$ cat config.mk
export PLATFORM = sky130hd
export DESIGN_NAME = best_time_keeper
export DESIGN_NICKNAME = d
export VERILOG_FILES = /design/src/rtl/bcd_pkg.sv /design/src/rtl/best_time_keeper_cmp.sv /design/src/rtl/best_time_keeper.sv
export SDC_FILE = /design/constraint.sdc
export NUM_CORES = 1
export LEC_CHECK = 0
export ABC_AREA = 1
export BUFFER_PORTS_ARGS = -buffer_cell sky130_fd_sc_hd__buf_4
export CAP_MARGIN = 30
export CORE_UTILIZATION = 55
export DETAILED_ROUTE_END_ITERATION = 8
export PLACE_DENSITY = 0.84
export SLEW_MARGIN = 10
export SYNTH_ARGS = -nofsm -noshare
export SYNTH_HDL_FRONTEND = slang
export SYNTH_SLANG_ARGS = --single-unit
$ cat constraint.sdc
create_clock -name clk -period 3.5 [get_ports clk]
set_input_delay 0.35 -clock clk [delete_from_list [all_inputs] [get_ports clk]]
set_output_delay 0.35 -clock clk [all_outputs]
set_load 0.01 [all_outputs]
$ cat src/rtl/bcd_pkg.sv
// Shared BCD time types and the lap-record FSM state encoding.
package bcd_pkg;

   typedef logic [3:0] bcd_digit_t;

   localparam bcd_digit_t BCD_MAX         = 4'd9;
   localparam int         NUM_TIME_DIGITS = 6;

   // Element [0] is the least significant digit (seconds units).
   typedef bcd_digit_t [NUM_TIME_DIGITS-1:0] bcd_time_t;

   typedef enum logic [1:0] {
      IDLE    = 2'd0,
      COMPARE = 2'd1,
      UPDATE  = 2'd2
   } keeper_state_t;

endpackage

$ cat src/rtl/best_time_keeper_cmp.sv
// Combinational magnitude compare of one BCD digit (raw 4-bit unsigned).
module bcd_digit_cmp
   import bcd_pkg::*;
(
   input  bcd_digit_t a,
   input  bcd_digit_t b,
   output logic       lt,
   output logic       gt
);

   // Codes above 9 are compared as plain binary; no correction is applied.
   assign lt = (a < b);
   assign gt = (a > b);

endmodule

$ cat src/rtl/best_time_keeper.sv
// Lap-record keeper: snapshots the race time on capture, compares it
// MSD-first against the stored best over six cycles, then updates the best.
module best_time_keeper
   import bcd_pkg::*;
#(
   parameter int NUM_DIGITS    = 6,
   parameter bit RECORD_ON_TIE = 1'b0
)(
   input  logic       clk,
   input  logic       resetN,
   input  logic       capture,
   input  logic       clear_bestN,
   input  logic [3:0] count1,
   input  logic [3:0] count2,
   input  logic [3:0] count3,
   input  logic [3:0] count4,
   input  logic [3:0] count5,
   input  logic [3:0] count6,
   output logic [3:0] best1,
   output logic [3:0] best2,
   output logic [3:0] best3,
   output logic [3:0] best4,
   output logic [3:0] best5,
   output logic [3:0] best6,
   output logic [3:0] last1,
   output logic [3:0] last2,
   output logic [3:0] last3,
   output logic [3:0] last4,
   output logic [3:0] last5,
   output logic [3:0] last6,
   output logic       has_best,
   output logic       busy,
   output logic       done,
   output logic       new_record
);

   keeper_state_t state_r;
   keeper_state_t next_state_s;

   bcd_time_t  snap_r;
   bcd_time_t  best_r;
   bcd_time_t  last_r;
   bcd_time_t  count_s;
   logic [2:0] idx_r;
   logic       less_r;
   logic       decided_r;
   logic       has_best_r;
   logic       busy_r;
   logic       done_r;
   logic       new_record_r;

   bcd_digit_t cmp_snap_s;
   bcd_digit_t cmp_best_s;
   logic       cmp_lt_s;
   logic       cmp_gt_s;
   logic       record_s;

   assign count_s = {count6, count5, count4, count3, count2, count1};

   assign {best6, best5, best4, best3, best2, best1} = best_r;
   assign {last6, last5, last4, last3, last2, last1} = last_r;
   assign has_best   = has_best_r;
   assign busy       = busy_r;
   assign done       = done_r;
   assign new_record = new_record_r;

   // Select the digit pair addressed by the index (6 = MSD down to 1 = LSD).
   always_comb begin
      cmp_snap_s = 4'd0;
      cmp_best_s = 4'd0;
      case (idx_r)
         3'd1: begin cmp_snap_s = snap_r[0]; cmp_best_s = best_r[0]; end
         3'd2: begin cmp_snap_s = snap_r[1]; cmp_best_s = best_r[1]; end
         3'd3: begin cmp_snap_s = snap_r[2]; cmp_best_s = best_r[2]; end
         3'd4: begin cmp_snap_s = snap_r[3]; cmp_best_s = best_r[3]; end
         3'd5: begin cmp_snap_s = snap_r[4]; cmp_best_s = best_r[4]; end
         3'd6: begin cmp_snap_s = snap_r[5]; cmp_best_s = best_r[5]; end
         default: begin cmp_snap_s = 4'd0; cmp_best_s = 4'd0; end
      endcase
   end

   bcd_digit_cmp u_cmp (
      .a  (cmp_snap_s),
      .b  (cmp_best_s),
      .lt (cmp_lt_s),
      .gt (cmp_gt_s)
   );

   // Without a stored best any time is a record; ties count only if enabled.
   assign record_s = !has_best_r || less_r || (RECORD_ON_TIE && !decided_r);

   // FSM state register.
   always_ff @(posedge clk or negedge resetN) begin
      if (!resetN) begin
         state_r <= IDLE;
      end else begin
         state_r <= next_state_s;
      end
   end

   // Next-state logic: fixed six compare cycles, then a single update cycle.
   always_comb begin
      next_state_s = state_r;
      case (state_r)
         IDLE: begin
            if (capture) begin
               next_state_s = COMPARE;
            end else begin
               next_state_s = IDLE;
            end
         end
         COMPARE: begin
            if (idx_r == 3'd1) begin
               next_state_s = UPDATE;
            end else begin
               next_state_s = COMPARE;
            end
         end
         UPDATE:  next_state_s = IDLE;
         default: next_state_s = IDLE;
      endcase
   end

   // Datapath: snapshot/last capture, digit-serial flags, best update and pulses.
   always_ff @(posedge clk or negedge resetN) begin
      if (!resetN) begin
         snap_r       <= {NUM_TIME_DIGITS{4'd0}};
         best_r       <= {NUM_TIME_DIGITS{4'd0}};
         last_r       <= {NUM_TIME_DIGITS{4'd0}};
         idx_r        <= 3'd0;
         less_r       <= 1'b0;
         decided_r    <= 1'b0;
         has_best_r   <= 1'b0;
         busy_r       <= 1'b0;
         done_r       <= 1'b0;
         new_record_r <= 1'b0;
      end else begin
         done_r       <= 1'b0;
         new_record_r <= 1'b0;
         busy_r       <= (next_state_s != IDLE);
         case (state_r)
            IDLE: begin
               // Capture has priority; a coincident clear is dropped.
               if (capture) begin
                  snap_r    <= count_s;
                  last_r    <= count_s;
                  idx_r     <= 3'(NUM_DIGITS);
                  less_r    <= 1'b0;
                  decided_r <= 1'b0;
               end else if (!clear_bestN) begin
                  best_r     <= {NUM_TIME_DIGITS{4'd0}};
                  has_best_r <= 1'b0;
               end
            end
            COMPARE: begin
               // The first differing digit (from the MSD) decides the result.
               if (!decided_r) begin
                  if (cmp_lt_s) begin
                     less_r    <= 1'b1;
                     decided_r <= 1'b1;
                  end else if (cmp_gt_s) begin
                     decided_r <= 1'b1;
                  end
               end
               idx_r <= idx_r - 3'd1;
            end
            UPDATE: begin
               done_r       <= 1'b1;
               new_record_r <= record_s;
               if (record_s) begin
                  best_r     <= snap_r;
                  has_best_r <= 1'b1;
               end
            end
            default: begin
               idx_r <= 3'd0;
            end
         endcase
      end
   end

endmodule

Yosys cells after proc, flatten, opt, wreduce, memory -nomap -nowiden
Cells that the tools add are included. W data, S select, Z words.

Order comparisons: 2. Muxes and demuxes: 25. Bitwise logic cells: 1. Equal/unequal tests: 14. Reductions and logical operators: 11. $add $sub $neg: 1.

Operator list (count): $mux W24 (3); $pmux W24 S2 (1); $pmux W4 S6 (2); $mux W1 (12); $ne A2 B2 Y1 const B (6); $eq A3 B3 Y1 const B (3); $pmux W3 S3 (1); $reduce_and A4 Y1 (2); $eq A3 B2 Y1 const B (2); $pmux W1 S2 (3); $reduce_and A2 Y1 (3); $reduce_bool A2 Y1 (3); $gt A4 B4 Y1 (1); $lt A4 B4 Y1 (1); $pmux W2 S2 (1); $eq A3 B1 Y1 const B (1); $mux W3 (1); $sub A3 B1 Y3 const B (1); $eq A2 B1 Y1 const B (1); $eq A2 B2 Y1 const B (1); $logic_not A2 Y1 (1); $mux W2 (1); $logic_not A1 Y1 (1); $logic_or A1 B1 Y1 (1); $not A1 Y1 (1).

Register bits: 59. Logic and storage cells: 74. Input port bits: 28. Output and inout port bits: 52.

Depth between registers and ports, before layout
Gate-level depths: netlist (run 1).

Word-level depth: 7. Mapped depth: 18. Depth with buffers taken out: 18.

Hierarchy
Synthesis (run 1) repeated with hierarchy kept, for this count alone.

Cells, all modules: 392. Area total of the unflattened synthesis: 2971.6 µm².

Modules (own cells, without submodules): best_time_keeper (sequential area each 1476.4 µm², instances 1, area each 2856.5 µm², cells an instance 372); bcd_digit_cmp (sequential area each 0.0 µm², instances 1, area each 115.1 µm², cells an instance 20).

Least setup slack after synthesis (run 1)
OpenSTA, ideal clock, no wires.

Path kind: flip-flop to flip-flop. From: register idx_r[0]. To: register less_r. Data arrival time: 1.941 ns. Required time: 3.384 ns. Period minus slack after synthesis: 2.057 ns. Setup time: 0.116 ns. Path slack: 1.443 ns. Cell stages (with the launch flop): 17. Buffers on the path: 0. Cells stage by stage: dfrtp_1 -> inv_1 -> ha_1 -> inv_1 -> nor2_1 -> nand2_1 -> nand3_1 -> a211oi_1 -> ha_1 -> nand2_1 -> nand2_1 -> nand2_1 -> nand2_1 -> nand2_1 -> nand2_1 -> nand2_1 -> nand2_1.

Cells in the longest elaborated chain, start to end: 5. Elaborated cells between the ends (all ways): 11. Those cells by class: order compare: 1; eq/ne: 7; mux: 2; reduce/logical: 1.

RTL lines: from (decl) (RTL line best_time_keeper.sv:44) `logic [2:0] idx_r;`; from (signal assigned) (RTL line best_time_keeper.sv:147) `idx_r <= 3'(NUM_DIGITS);`; from (signal assigned) (RTL line best_time_keeper.sv:165) `idx_r <= idx_r - 3'd1;`; $eq A3 B3 Y1 (tied with other cells) (RTL line best_time_keeper.sv:71) `case (idx_r)`; $pmux W4 S6 (RTL line best_time_keeper.sv:71); $lt A4 B4 Y1 * (RTL line best_time_keeper_cmp.sv:12) `assign lt = (a < b);`; $ne A2 B2 Y1 (no line) *; $reduce_and A4 Y1 (no line) *; to (signal assigned) (RTL line best_time_keeper.sv:131) `less_r <= 1'b0;`; to (signal assigned) (RTL line best_time_keeper.sv:148) `less_r <= 1'b0;`; to (signal assigned) (RTL line best_time_keeper.sv:159) `less_r <= 1'b1;`; to (decl) (RTL line best_time_keeper.sv:45) `logic less_r;`.

Mark *: on every way between the ends. The rest lies on a longest branch, timed or not. A chain may end at the register's enable or synchronous reset.

Final worst setup path (run 1)
Ends and elaborated chain as after synthesis.

==> run metrics, run 1 <==
Yosys top cell area share=0.533; Rows=25; Mapped Cells=roughly 300; Hold WC Path Type=in2async; non-filler cells, final=453; nets=419; share of cells above drive strength 1=0.301; Rel. slew slack=0.509; drt pass-1 iters=4; main flop type after synthesis=dfrtp_1; reg2reg end=less_r; HPWL Detailed=about 4700 um; die height=roughly 73 um; Final GP Congestion=0.873; CTS root buf=clkbuf_8; Async SR Flop Fraction=1.00; register area share after synthesis=0.533; post-route design area=approximately 0.0035 mm2; clk slew on worst S/H paths=60 ps; number of cells on the worst reg-to-reg path=16; maximum VDD drop=between 0.0005 and 0.0006 V; period utilization=0.702; number of remaining DRC errors=0; mux cell area share after synthesis=0.0285; Setup Buffers After CTS=0; via count=approximately 2400; Area Overhead vs Synth=27.9%; most common cell in the netlist=nand2_1; reg2reg start=idx_r[0]; largest family of logic cells by synthesized area=simple AND/OR/NAND/NOR gates; Cell Area, Synth=0.00277 mm2; die area=approximately 0.0053 mm2; clock sink count=between 50 and 60; Pwr per Cell Area=between 900 and 1000 mW/mm2; Clock Tree Buf Depth=2; yosys warns=0; critical path fanouts, max=8; post_cts resized=0; syn_nets=338; Worst setup EP type=flop; worst slew pin tran=734 ps; drt total wl=6790 um; Placed Cells incl. Taps=roughly 440; Critical Path End=less_r; initial antenna violation count=0; gr usage total=0.288; Port Buffers=between 70 and 80; global route total overflow=0; Max Slew Vio Count=0; status=finished clean; 1st-iter DRT viols=215; P_leak=roughly 1.9 nW; IO Pins=80; TritonCTS clock tree=built; hold-fix buffer count after cts=0; Simple-Gate Fraction of Synth Area=0.188; Final ANT Viol Nets=0; Post-synth EDFFs=0; Compound-Gate Fraction of Synth Area=0.135; # setup viols final=0; Cell Area, Placed=around 0.0034 mm2; Setup CP Type=reg2reg; Arrival @ worst endpoint=around 2700 ps; Die X-Extent=73.0 um; core area=0.00479 mm2; vias per cell=5.29; CP Data Required Time=3720 ps; Hold Vio Cnt, Final=0; cell taking the most area after synthesis=dfrtp_1; RSZ-0062 raised after global routing=false; vias in the first global route=2402; worst setup path startpoint=idx_r[0]; routed len/inst=15.0 um; setup TNS=0 ps; Initial Utilization=0.579; Synth area leaders=dfrtp_1 53%, nand2_1 11%, ha_1 4.1%, inv_1 3.9%, a21oi_1 3.3%; fmax=about 0.41 GHz; Startpoint Class=flop; clock latency on the worst-skew pair=around 330 ps; # diodes=0; first-pass GRT wire length=about 11000 um; TritonCTS buffer count=9; MaxCap Viol Count=0; Clock Skews=5.63 ps; Worst R2R Setup Slack=between 1000 and 1500 ps; largest net degree at the start of global routing=60; Synth cell types=29; H-tree depth=3; crit path time final=around 2500 ps; top cells by count, synth=79 x nand2_1, 59 x dfrtp_1, 29 x inv_1; Post-Synth XOR/XNOR Area=0.00316; synthesized area per cell=around 9 um2; Synth Area in Adders=0.0407; FF+latch count, synth=between 50 and 60
layout by cell type, fill, tap and decap left out, types with 3 or more instances in the layout:
master / n
inv_1: 29
nand3_1: 16
o21ai_1: 11
buf_4: 79
o21ai_0: 10
a21oi_2: 7
ha_1: 9
mux2_2: 7
nor3_1: 3
nor2_1: 20
nand2_1: 79
a211oi_1: 3
dfrtp_1: 59
o22ai_1: 6
clkbuf_8: 12
a21oi_1: 18
cells by family after synthesis:
| family | count (synthesis) |
|---|---|
| simple gates | 125 |
| compound gates | 60 |
| flops | 59 |
| buf+inv | 40 |
| fa+ha+maj | 9 |
| mux | 7 |
| xor+xnor | 1 |
worst max-delay path, cell delays in order, from the launching register on:
cell,delay [ps]
dfrtp_1,400
inv_1,140
ha_1,280
inv_1,60
nor2_1,410
nand2_1,100
nand3_1,100
a211oi_1,60
ha_1,300
nand2_1,80
inv_1,40
nand2_1,50
nand2_1,70
nand2_1,90
nand2_1,60
nand2_1,60
nand2_1,50
through the flow:
stage / power, mW / hold WS, ps / util / setup slack (ps)
floorplan: 2.23 / 54.4 / - / 1440
global placement: 2.83 / 452 / 0.703 / 1250
detailed placement: 2.88 / 458 / 0.703 / 1090
CTS: 3.46 / 105 / 0.740 / 1050
global route: 3.73 / 144 / 0.740 / 767
finish: 3.46 / 89.8 / 0.740 / 1040
state kept, by name, indices dropped and copies added (netlist names):
signal and count:
best6 4, idx_r 3, last3 4, last6 4, decided_r 1, best4 4
best2 4, done 1, less_r 1, best5 4, best3 4, last2 4
best1 4, last4 4, state_r 2, last5 4, last1 4, busy 1
new_record 1, has_best 1
per-layer routing:
| layer | up-vias | share of wire | GRT usage |
|---|---|---|---|
| li1 | 1148 | - | - |
| met1 | 1171 | 0.44 | 0.377 |
| met2 | 69 | 0.50 | 0.481 |
| met3 | 8 | 0.043 | 0.0566 |
| met4 | 0 | 0.0099 | 0.0959 |
| met5 | - | 0 | 0 |
worst min path at each step:
stage,startpoint,endpoint,slack [ps]
finish,resetN,best4[3],90
global route,resetN,last3[3],140
CTS,resetN,best4[3],110
detailed placement,resetN,best4[3],460
global placement,resetN,best4[3],450
floorplan,resetN,best1[0],50
cell type report:
cell class / count / area, um2
sequential: 59 / 1480
timing repair buffer: 79 / 593
multi-input combinational: 202 / 1090
clock inverter: 2 / 10.0
tap: 67 / 83.8
inverter: 31 / 116
clock buffer: 13 / 169
fill: 363 / 1240
power by group:
group	switching (mW)	leakage (nW)	total (mW)	internal (mW)
sequential	0.287	0.731	1.26	0.976
clock	0.252	0.0953	0.561	0.309
combinational	0.926	1.05	1.63	0.708
total	1.46	1.87	3.46	1.99
No activity file was read; power rests on OpenSTA's default activity.
==> run 2: changes to the inputs <==
--- a/config.mk
+++ b/config.mk
@@ -8,9 +8,9 @@
 export ABC_AREA = 1
 export BUFFER_PORTS_ARGS = -buffer_cell sky130_fd_sc_hd__buf_4
 export CAP_MARGIN = 30
-export CORE_UTILIZATION = 55
+export CORE_UTILIZATION = 47
 export DETAILED_ROUTE_END_ITERATION = 8
-export PLACE_DENSITY = 0.84
+export PLACE_DENSITY = 0.76
 export SLEW_MARGIN = 10
 export SYNTH_ARGS = -nofsm -noshare
 export SYNTH_HDL_FRONTEND = slang
==> constraint.sdc (replaced) <==
create_clock -name clk -period 1.98 [get_ports clk]
set_input_delay 0.198 -clock clk [delete_from_list [all_inputs] [get_ports clk]]
set_output_delay 0.198 -clock clk [all_outputs]
set_load 0.01 [all_outputs]
==> run metrics, run 2 (synthesis results as in run 1) <==
Arrival @ worst endpoint=2400 ps; TritonCTS clock tree=built; drt total wl=7490 um; Rows=27; worst slew pin tran=729 ps; 1st-iter DRT viols=162; clock sink count=59; MaxCap Viol Count=0; first-pass GRT wire length=roughly 12000 um; gr usage total=0.262; P_leak=approximately 2.0 nW; drt pass-1 iters=4; largest net degree at the start of global routing=60; CP peak stage delay=approximately 480 ps; Max Slew Vio Count=0; number of remaining DRC errors=0; # setup viols final=2; RSZ-0062 raised after global routing=true; Final ANT Viol Nets=0; setup TNS=-235 ps; die area=just over 0.006 mm2; Setup CP Type=reg2reg; most common cell after layout, fill and taps aside=buf_4; cell family with most CP delay=simple AND/OR/NAND/NOR gates; post-route design area=0.00383 mm2; Hold Vio Cnt, Final=0; critical path's slowest cell=dfrtp_2; global route total overflow=0; Worst setup EP type=flop; Hold WC Path Type=in2reg; Initial Utilization=0.494; initial antenna violation count=0; worst-path cell chain=buf_4, nand2_4, o22ai_1, nor2_1, nand4_1, ha_1, nand2_1, inv_1, nand2_1, nand2_2, nand2_2, nand2_1, nand2_1, nand2_1; CTS root buf=clkbuf_8; Cell Area, Placed=~0.0035 mm2; violated checks=negative setup slack; Overall Power=6.74 mW; vias per cell=approximately 5.2; TritonCTS buffer count=9; Top cell by count, worst path=nand2_1; worst hold slack=between 90 and 100 ps; maximum VDD drop=a little under 0.001 V; most frequent cells in the layout=93 x buf_4, 72 x nand2_1, 57 x dfrtp_1; crit path time final=2160 ps; core area=0.00561 mm2; status=finished with violations; share of cells above drive strength 1=0.405; Area Overhead vs Synth=38.4%; Clock Tree Buf Depth=2; H-tree depth=3; CP bufs+invs=2; HPWL Detailed=~5100 um; Rel. slew slack=0.514; clock latency on the worst-skew pair=340 ps; nets=about 440; Pwr per Cell Area=approximately 1800 mW/mm2; die height=around 79 um; CP Data Required Time=between 2000 and 2500 ps; critical path fanouts, max=9; Final GP Congestion=0.905; clk slew on worst S/H paths=70 ps; vias in the first global route=around 2500; # diodes=0; fmax=between 0.4 and 0.5 GHz; Startpoint Class=flop; via count=~2500; period utilization=1.09; routed len/inst=about 16 um; Final WS setup=-181 ps; IO Pins=80; Clock Skews=about 6.5 ps; Die X-Extent=approximately 80 um; fin util=0.684; Port Buffers=slightly below 80
## run 2: area by class of cell
type,instances,area [um2]
multi-input cells,202,1220
clock buffers,11,151
fillers,451,1770
clock inverters,3,15.0
well taps,72,90.1
inverters,31,119
flip-flops and latches,59,1480
repair buffers,99,764
## run 2: per-stage QoR
step           worst slack, ps  std cells
2_1_floorplan             12.6        301
3_3_place_gp             -96.6        457
3_5_place_dp              -191        457
4_1_cts                  -42.5        474
5_1_grt                   -252        477
6_report                  -181        477
## run 2: worst paths after layout
| kind | endpoint | cells after the start | slack (ps) | startpoint |
|---|---|---|---|---|
| worst min register to register | less_r | 2 | 490 | less_r |
| worst max register to register | less_r | 14 | -180 | idx_r[2] |
| worst min-delay path | last1[1] | 2 | 90 | count1[1] |
| min in group asynchronous | best6[3] | 2 | 460 | resetN |
| max in group asynchronous | idx_r[1] | 2 | 990 | resetN |
| worst max-delay path | less_r | 14 | -180 | idx_r[2] |
## run 2: repair_timing
item                                    CTS  global route
gates resized for setup                  26            17
setup buffers                             2             3
pin swaps                                 8            12
endpoints found under the setup margin    2             2
hold endpoints to repair                 59             0
hold buffers                              1             0
## run 2: where the power goes
part	total, mW	internal [mW]	switching, mW
Clock	0.956	0.501	0.455
Combinational	3.53	1.62	1.91
Sequential	2.25	1.73	0.515
## run 2: layer usage
layer | track usage | vias to the layer above | wire [um]
li1 | - | 1189 | -
met1 | 0.324 | 1194 | 3090
met2 | 0.427 | 88 | 3740
met3 | 0.0759 | 16 | 467
met4 | 0.115 | 0 | 182
met5 | 0 | - | 0
==> run 3: changes to the inputs <==
--- a/config.mk
+++ b/config.mk
@@ -8,9 +8,9 @@
 export ABC_AREA = 1
 export BUFFER_PORTS_ARGS = -buffer_cell sky130_fd_sc_hd__buf_4
 export CAP_MARGIN = 30
-export CORE_UTILIZATION = 47
+export CORE_UTILIZATION = 30
 export DETAILED_ROUTE_END_ITERATION = 8
-export PLACE_DENSITY = 0.76
+export SETUP_SLACK_MARGIN = 0.02
 export SLEW_MARGIN = 10
 export SYNTH_ARGS = -nofsm -noshare
 export SYNTH_HDL_FRONTEND = slang
==> run metrics, run 3 (synthesis results as in run 1) <==
vias per cell=around 4.7; largest net degree at the start of global routing=60; reg2reg end=less_r; Worst R2R Setup Slack=-60 ps; most common cell after layout, fill and taps aside=buf_4; most frequent cells in the layout=97 x buf_4, 73 x nand2_1, 57 x dfrtp_1; number of cells on the worst reg-to-reg path=13; initial antenna violation count=0; # fillers=between 900 and 1000; # setup viols final=1; fin util=0.441; period utilization=1.03; Pwr per Cell Area=about 1700 mW/mm2; HPWL Detailed=between 5000 and 6000 um; TritonCTS clock tree=built; critical path fanouts, max=4; nets=between 400 and 500; Initial Utilization=0.313; Worst setup EP type=flop; Top cell by count, worst path=nand2_1; clk slew on worst S/H paths=approximately 70 ps; Final GP Congestion=slightly below 0.8; die height=approximately 98 um; Rel. slew slack=0.496; maximum VDD drop=slightly below 0.0006 V; violated checks=design-rule violations, negative setup slack; core area=0.00885 mm2; clock latency on the worst-skew pair=340 ps; gr usage total=0.168; crit path time final=about 2000 ps; MaxCap Viol Count=0; non-filler cells, final=roughly 520; WHS Path Cells=2; number of remaining DRC errors=6; Clock Tree Buf Depth=2; routed len/inst=between 10 and 15 um; CP peak stage delay=around 420 ps; via count=approximately 2400; critical path's slowest cell=dfrtp_1; Hold Startpoint=count1[2]; Final WS setup=-62.9 ps; status=finished with violations; Area Overhead vs Synth=41.0%; Worst Hold End=last1[2]; 1st-iter DRT viols=approximately 130; Hold Vio Cnt, Final=0; H-tree depth=3; reg2reg start=idx_r[1]; Placed Cells incl. Taps=between 400 and 500; Max Slew Vio Count=0; Die X-Extent=just under 100 um; worst slew pin tran=between 700 and 800 ps; Startpoint Class=flop; global route total overflow=0; fmax=a little under 0.5 GHz; Hold WC Path Type=in2reg; share of cells above drive strength 1=0.410; Clock Skews=between 9 and 10 ps; vias in the first global route=approximately 2400; CP Data Required Time=between 2000 and 2500 ps; worst-path cell chain=inv_2, ha_4, nand2_4, o22ai_2, nor2_2, nand4_1, ha_1, a21oi_1, nand2_2, nand2_2, nand2_1, nand2_1, nand2_1; RSZ-0062 raised after global routing=true; TritonCTS buffer count=9; Final ANT Viol Nets=0; Arrival @ worst endpoint=approximately 2300 ps; # diodes=0; drt total wl=7570 um; Rows=34; IO Pins=80; first-pass GRT wire length=12400 um; clock sink count=59; drt pass-1 iters=6; Setup CP Type=reg2reg; CTS root buf=clkbuf_8; Port Buffers=79; Overall Power=6.69 mW; P_leak=around 2.0 nW; die area=between 0.009 and 0.01 mm2
run 3: per-layer routing:
metal	wire length [um]	global-route usage
met2	3680	0.275
met4	45	0.0490
met1	3420	0.216
met5	0	0
met3	424	0.0465
run 3: worst max path at each step:
stage          cells after the start      from  slack, ps  endpoint
6_report                          13  idx_r[1]        -60    less_r
5_1_grt                           13  idx_r[1]       -220    less_r
4_1_cts                           18  idx_r[0]        -70    less_r
3_5_place_dp                      16  idx_r[0]       -180    less_r
3_3_place_gp                      16  idx_r[0]       -190    less_r
2_1_floorplan                     16  idx_r[0]         60    less_r
run 3: through the flow:
step	TNS (ps)	area (um2)	hold WS (ps)	worst slack (ps)
2_1_floorplan	0	2780	-97.6	59.8
3_5_place_dp	-207	3530	326	-177
5_1_grt	-339	3910	77.6	-223
3_3_place_gp	-249	3530	325	-186
6_report	-62.9	3910	88.3	-62.9
4_1_cts	-72.5	3780	81.4	-72.5
run 3: worst max-delay path, delay by kind of cell, from the launching register on:
kind / cells / cell delay (ps)
simple gates: 8 / 630
buf+inv: 1 / 100
fa+ha+maj: 2 / 500
flops: 1 / 420
compound gates: 2 / 270
run 3: cell type report:
cell class,count,area (um2),share of cell area
well taps,108,135,0.0346
multi-input cells,202,1230,0.315
flip-flops and latches,59,1480,0.379
clock inverters,2,10.0,0.00256
repair buffers,100,761,0.195
inverters,31,121,0.0311
clock buffers,13,169,0.0433
run 3: report_power, final:
part | leakage, nW | total [mW] | switching, mW | internal (mW)
Clock | 0.0953 | 1.01 | 0.461 | 0.546
Combinational | 1.19 | 3.43 | 1.84 | 1.60
Sequential | 0.729 | 2.25 | 0.519 | 1.73
run 3: repair_timing:
| item | CTS | global route |
|---|---|---|
| gates resized for setup | 14 | 28 |
| pin swaps | 3 | 14 |
| hold buffers | 1 | 0 |
| endpoints found under the setup margin | 2 | 2 |
| buffers inserted | 3 | 2 |
| endpoints found under the hold margin | 59 | 0 |
